--- config.mk ---
export PLATFORM = sky130hd
export DESIGN_NAME = mux32x32
export DESIGN_NICKNAME = d
export VERILOG_FILES = /design/src/rtl/mux_pkg.sv /design/src/rtl/mux8x32.sv /design/src/rtl/mux32x32.sv
export SDC_FILE = /design/constraint.sdc
export NUM_CORES = 1
export LEC_CHECK = 0
export BUFFER_PORTS_ARGS = -buffer_cell sky130_fd_sc_hd__clkbuf_2
export CAP_MARGIN = 20
export CORE_AREA = 5 5 429 431
export CTS_CLUSTER_DIAMETER = 80
export CTS_CLUSTER_SIZE = 10
export DETAILED_ROUTE_END_ITERATION = 8
export DIE_AREA = 0 0 434 436
export GPL_ROUTABILITY_DRIVEN = 1
export PLACE_DENSITY = 0.3
export SLEW_MARGIN = 0
export SYNTH_ARGS = -nofsm -noshare
export SYNTH_HDL_FRONTEND = slang
export SYNTH_SLANG_ARGS = --single-unit
--- constraint.sdc ---
create_clock -name clk -period 1.95 [get_ports clk]
set_clock_uncertainty 0.15 [all_clocks]
set_input_delay 0.39 -clock clk [delete_from_list [all_inputs] [get_ports clk]]
set_output_delay 0.39 -clock clk [all_outputs]
set_load 0.005 [all_outputs]
--- src/rtl/mux_pkg.sv ---
// Shared widths and word type for the 32:1 word multiplexer.
// Optional parity output is enabled with MUX32X32_PARITY_EN.
package mux_pkg;

   localparam int unsigned MUX_DATA_W    = 32;
   localparam int unsigned MUX_NUM_IN    = 32;
   localparam int unsigned MUX_SEL_W     = $clog2(MUX_NUM_IN);
   localparam int unsigned MUX_GRP_SIZE  = 8;
   localparam int unsigned MUX_GRP_SEL_W = $clog2(MUX_GRP_SIZE);
   localparam int unsigned MUX_NUM_GRP   = MUX_NUM_IN / MUX_GRP_SIZE;

   typedef logic [MUX_DATA_W-1:0] mux_word_t;

   // Even parity bit: set when the word holds an odd number of ones.
   function automatic logic even_parity(input mux_word_t w);
      return ^w;
   endfunction

endpackage

--- src/rtl/mux8x32.sv ---
// 8:1 multiplexer of 32-bit words; one first-level slice of mux32x32.
module mux8x32
   import mux_pkg::*;
(
   input  logic [MUX_GRP_SIZE-1:0][MUX_DATA_W-1:0] i_word,
   input  logic [MUX_GRP_SEL_W-1:0]                i_sel,
   output logic [MUX_DATA_W-1:0]                   o_word_c
);

   // An X/Z select propagates X in simulation through the indexed read.
   assign o_word_c = i_word[i_sel];

endmodule

--- src/rtl/mux32x32.sv ---
// 32:1 word multiplexer with combinational and registered outputs.
// Define MUX32X32_PARITY_EN to add the registered even-parity output par_q.
module mux32x32
   import mux_pkg::*;
(
   input  logic                  clk,
   input  logic                  rst,
   input  logic [MUX_DATA_W-1:0] in0,
   input  logic [MUX_DATA_W-1:0] in1,
   input  logic [MUX_DATA_W-1:0] in2,
   input  logic [MUX_DATA_W-1:0] in3,
   input  logic [MUX_DATA_W-1:0] in4,
   input  logic [MUX_DATA_W-1:0] in5,
   input  logic [MUX_DATA_W-1:0] in6,
   input  logic [MUX_DATA_W-1:0] in7,
   input  logic [MUX_DATA_W-1:0] in8,
   input  logic [MUX_DATA_W-1:0] in9,
   input  logic [MUX_DATA_W-1:0] in10,
   input  logic [MUX_DATA_W-1:0] in11,
   input  logic [MUX_DATA_W-1:0] in12,
   input  logic [MUX_DATA_W-1:0] in13,
   input  logic [MUX_DATA_W-1:0] in14,
   input  logic [MUX_DATA_W-1:0] in15,
   input  logic [MUX_DATA_W-1:0] in16,
   input  logic [MUX_DATA_W-1:0] in17,
   input  logic [MUX_DATA_W-1:0] in18,
   input  logic [MUX_DATA_W-1:0] in19,
   input  logic [MUX_DATA_W-1:0] in20,
   input  logic [MUX_DATA_W-1:0] in21,
   input  logic [MUX_DATA_W-1:0] in22,
   input  logic [MUX_DATA_W-1:0] in23,
   input  logic [MUX_DATA_W-1:0] in24,
   input  logic [MUX_DATA_W-1:0] in25,
   input  logic [MUX_DATA_W-1:0] in26,
   input  logic [MUX_DATA_W-1:0] in27,
   input  logic [MUX_DATA_W-1:0] in28,
   input  logic [MUX_DATA_W-1:0] in29,
   input  logic [MUX_DATA_W-1:0] in30,
   input  logic [MUX_DATA_W-1:0] in31,
   input  logic [MUX_SEL_W-1:0]  sel,
   output logic [MUX_DATA_W-1:0] out,
`ifdef MUX32X32_PARITY_EN
   output logic                  par_q,
`endif
   output logic [MUX_DATA_W-1:0] out_q
);

   logic [MUX_NUM_IN-1:0][MUX_DATA_W-1:0]  w_in;
   logic [MUX_NUM_GRP-1:0][MUX_DATA_W-1:0] w_grp;

   assign w_in[0]  = in0;
   assign w_in[1]  = in1;
   assign w_in[2]  = in2;
   assign w_in[3]  = in3;
   assign w_in[4]  = in4;
   assign w_in[5]  = in5;
   assign w_in[6]  = in6;
   assign w_in[7]  = in7;
   assign w_in[8]  = in8;
   assign w_in[9]  = in9;
   assign w_in[10] = in10;
   assign w_in[11] = in11;
   assign w_in[12] = in12;
   assign w_in[13] = in13;
   assign w_in[14] = in14;
   assign w_in[15] = in15;
   assign w_in[16] = in16;
   assign w_in[17] = in17;
   assign w_in[18] = in18;
   assign w_in[19] = in19;
   assign w_in[20] = in20;
   assign w_in[21] = in21;
   assign w_in[22] = in22;
   assign w_in[23] = in23;
   assign w_in[24] = in24;
   assign w_in[25] = in25;
   assign w_in[26] = in26;
   assign w_in[27] = in27;
   assign w_in[28] = in28;
   assign w_in[29] = in29;
   assign w_in[30] = in30;
   assign w_in[31] = in31;

   // First level: four 8:1 slices on the low select bits.
   for (genvar g = 0; g < MUX_NUM_GRP; g++) begin : g_slice
      mux8x32 u_mux8x32 (
         .i_word   (w_in[g*MUX_GRP_SIZE +: MUX_GRP_SIZE]),
         .i_sel    (sel[MUX_GRP_SEL_W-1:0]),
         .o_word_c (w_grp[g])
      );
   end

   // Second level: 4:1 on the high select bits.
   assign out = w_grp[sel[MUX_SEL_W-1:MUX_GRP_SEL_W]];

   always_ff @(posedge clk or posedge rst) begin
      if (rst) begin
         out_q <= '0;
`ifdef MUX32X32_PARITY_EN
         par_q <= 1'b0;
`endif
      end else begin
         out_q <= out;
`ifdef MUX32X32_PARITY_EN
         par_q <= even_parity(out);
`endif
      end
   end

endmodule

**Yosys cells after proc, flatten, opt, wreduce, memory -nomap -nowiden**

Cells that the tools add are included.

- Register bits after elaboration: 32
- Input bits: 1031
- Output and inout bits: 64
- Logic and storage cells: 13

- Magnitude comparators: 2
- Mux-type cells: 10

Operators with widths:

| cell | number |
|---|---|
| $bmux W32 S3 | 4 |
| $mux W32 | 5 |
| $bmux W32 S2 | 1 |
| $lt A3 B4 Y1 const B | 1 |
| $lt A2 B3 Y1 const B | 1 |

**Longest topological paths before layout**

- Depth after elaboration: 4
- Depth in mapped cells: 8
- Depth with buffers taken out: 5

**Cells and area by module**

A second synthesis with hierarchy kept.

- Cells, all modules: 528
- Area, all modules: 9912.0 µm²

Modules (own cells, without submodules):

| module | times used | cells an instance | area each (µm²) | seq. area each (µm²) |
|---|---|---|---|---|
| mux8x32 | 4 | 114 | 2073.2 | 0.0 |
| mux32x32 | 1 | 72 | 1619.1 | 800.8 |

**Least setup slack after synthesis**

OpenSTA, ideal clock, no wires.

- Path kind: input-to-output
- Start point: in sel[0]
- End point: out out[25]
- Arrival time: 1.502 ns
- Required time: 1.410 ns
- Slack: -0.092 ns
- Cell stages on the path: 8
- Path buffers: 4
- Cell sequence: buf_4 -> buf_6 -> buf_6 -> buf_6 -> mux2i_1 -> a22oi_1 -> a31oi_1 -> nand3_1

- Cells in the longest elaborated chain, start to end: 4
- Elaborated cells on any way between the ends: 10
- Those cells by class: 10 x mux

Ends and longest elaborated chain:

| what | RTL line | text |
|---|---|---|
| from (decl) | mux32x32.sv:40 | `input logic [MUX_SEL_W-1:0] sel,` |
| $bmux W32 S3 | mux8x32.sv:11 | `assign o_word_c = i_word[i_sel];` |
| $mux W32 (implied by the code) | mux8x32.sv:11 |  |
| $bmux W32 S2 (*) | mux32x32.sv:94 | `assign out = w_grp[sel[MUX_SEL_W-1:MUX_GRP_SEL_W]];` |
| $mux W32 (implied by the code) (*) | mux32x32.sv:94 |  |
| to (decl) | mux32x32.sv:41 | `output logic [MUX_DATA_W-1:0] out,` |

Mark *: on every way between the ends. The rest lies on a longest branch, timed or not. The select of a mux whose other input is x is not followed.

**Final worst setup path**

- Start point: in sel[0]
- End point: out out[5]

Same word-level chain as after synthesis.

==> out/metrics.yaml <==
clocking:
  h-tree-depth: 2
  clk_pin_slew_ns: 0.08
  cts.sink_count: 32
  cts-root-buf: "clkbuf_16"
  cts_buffers: 5
  clock_path_buffers: 2
  cts_tree: "yes"
sta:
  fin_crit_sh: 1.37
  slew_headroom: 0.602
  fin_crit_ns: 2.67
  fmax_ghz: 0.374
  final-setup-viol-count: 44
  tightest_slew_ns: 0.580
  setup_slack_ns: -0.725
  slew_viol_final: 0
  rsz0062_at_grt: "true"
  hold_viol_final: 0
logic_synthesis:
  synth_top_family_by_area: "multiplexers"
  synth.area.top_cells: "mux2i_1, dfrtp_1, a22oi_1"
  ys_seq_area_frac: 0.0827
  synth.mux.area_fraction: 0.529
  synth_edf_count: 0
  synthDistinctLibCells: 21
  synth-main-ff-cell: "dfrtp_1"
  synth_async_sr_flop_share: 1.00
  syn-num-nets: 2222
  synthTopCellsByCount: "mux2i_1, nand2_1, a21oi_1, a22oi_1, nand3_1"
  synthSimpleGateAreaFrac: 0.108
  synth-compound-area-share: 0.203
  synth-seq-cells: 32
  synth_most_common_cell: "mux2i_1"
  yosys_warnings: 0
  synth_xor_area_frac: 0
  post-synth-top-area-cell: "mux2i_1"
  synth_adder_area_share: 0
  synth_cells: 1191
  synth_top_cell_area_share: 0.529
  avgSynthCellArea_um2: 8.13
  synth_area_um2: 9690
layout:
  nFillCells: 20526
  largest_register_ffs: 32
  synthToLayoutAreaGrowth_pct: 165
  top_regs: "out_q: 32 flops"
  nets: 3593
  fin_area_um2: 25700
  drive_above_1_share: 0.714
  fin_util: 0.143
  largest_register: "out_q"
floorplan:
  initial_core_util: 0.0539
  die_area_um2: 189000
  io_pins: 1095
  core_um2: 180000
  dieHeight_um: 436
  rows: 156
  die_w_um: 434
status:
  outcome: "finished with violations"
  violations: "setup timing"
setup_path:
  worstSetupPathType: "in -> out"
  worstPathCellList: "buf_16, buf_16, buf_16, buf_12, buf_16, mux2i_1, a22oi_2, buf_4, nand3_4, nand3_4, buf_8"
  cp.required_ns: 1.41
  slowest_delay_ns: 0.28
  path_delay_family: "buffers and inverters"
  worstPathMaxFanout: 7
  startpoint_type: "input port"
  crit_path_top_delay_cell: "a22oi_2"
  cpMostUsedCell: "buf_16"
  path_buf_inv: 7
  critPathLaunch: "sel[0]"
  endpoint_kind: "output pin"
  cp.arrival_ns: 2.13
placement:
  hpwl_um: 110000
  io_buffers: 1094
  post_dp_cell_area_um2: 20000
  gp_congestion: 0.873
detailed_routing:
  vias: 16248
  drt_first_pass_iters: 5
  routed_via_density: 3.29
  wl_per_cell_um: 26.2
  ant_nets: 0
  drc: 0
  postRouteWirelength_um: 130000
  drt_iter0_markers: 1097
job:
  max-cap-violations: 0
grt:
  grt_max_degree: 42
  grt_use_total: 0.128
  overflow: 0
  grt_pass1_vias: 16819
  antenna_found_initial: 29
  grt_pass1_wl_um: 161000
power:
  peakVddDrop_mv: 0.271
  power_density_nw_per_um2: 328
  p_leak_nw: 12.1
worst_hold_path:
  holdPathEnd: "out_q[30]"
  hold_path_startpoint: "in26[30]"
  holdPathStages: 5
  hold_path.class: "in -> reg"
## cell usage in the layout (no fill, tap or decap), drive strengths merged
master	count
a21oi	96
a22o	64
a22oi	96
a31oi	32
and2	1
buf	405
bufbuf	10
clkbuf	1080
clkinv	2
dfrtp	32
diode	7
dlygate4sd3	1
inv	1
mux2i	512
nand2	97
nand2b	2
nand3	96
nor2	1
nor2b	2
nor3	32
or2	1
## layout make-up
class | count | area, µm² | share of cell area
inverter | 1 | 3.75 | 0.000146
sequential | 32 | 801 | 0.0311
timing repair buffer | 1490 | 10900 | 0.423
clock inverter | 2 | 10.0 | 0.000389
antenna | 7 | 17.5 | 0.000681
multi-input combinational | 1032 | 10900 | 0.424
tap | 2370 | 2970 | 0.115
clock buffer | 6 | 139 | 0.00540
## worst max path at each step
stage	cells after the start	slack, ns	endpoint
2_1_floorplan	8	-0.005	out[25]
3_3_place_gp	9	-1.79	out[29]
3_5_place_dp	9	-1.53	out[12]
4_1_cts	10	-0.80	out[29]
5_1_grt	10	-0.79	out[1]
6_report	11	-0.72	out[5]
## through the flow
stage               instances  setup WS, ns  hold slack (ns)  total power, mW  setup TNS, ns
floorplan                1191      -0.00541            0.356             2.44        -0.0325
global placement         4813         -1.79            0.318             5.74         -69.98
detailed placement       4813         -1.53            0.321             5.72         -69.44
CTS                      4895        -0.797            0.255             8.14         -24.31
global route             4939        -0.793            0.312             8.91         -24.34
finish                   4940        -0.725            0.315             8.44         -22.58
## kinds of logic after synthesis
family,Yosys count
muxes,512
AOI/OAI and AO/OA,288
and+or+nand+nor,232
buffers and inverters,127
DFF,32
## power by group
part           switching [mW]  internal, mW
combinational            3.28          3.32
sequential             0.0423         0.761
clock                   0.516         0.511
## routing by layer
layer	vias to the layer above	wire length, µm	part of all wire	global-route usage
li1	7395	-	-	-
met1	8043	58500	0.45	0.176
met2	724	61300	0.47	0.212
met3	70	8070	0.062	0.0216
met4	16	1670	0.013	0.0220
met5	-	101	0.00078	0
## repair_timing
| action | CTS | global route |
|---|---|---|
| hold endpoints to repair | 32 | 0 |
| cloned | 29 | 8 |
| resized for setup | 528 | 245 |
| hold buffers | 1 | 0 |
| pin swaps | 95 | 110 |
| buffers inserted | 64 | 50 |
| setup endpoints to repair | 64 | 52 |
Power figures use the tool's default switching activity.
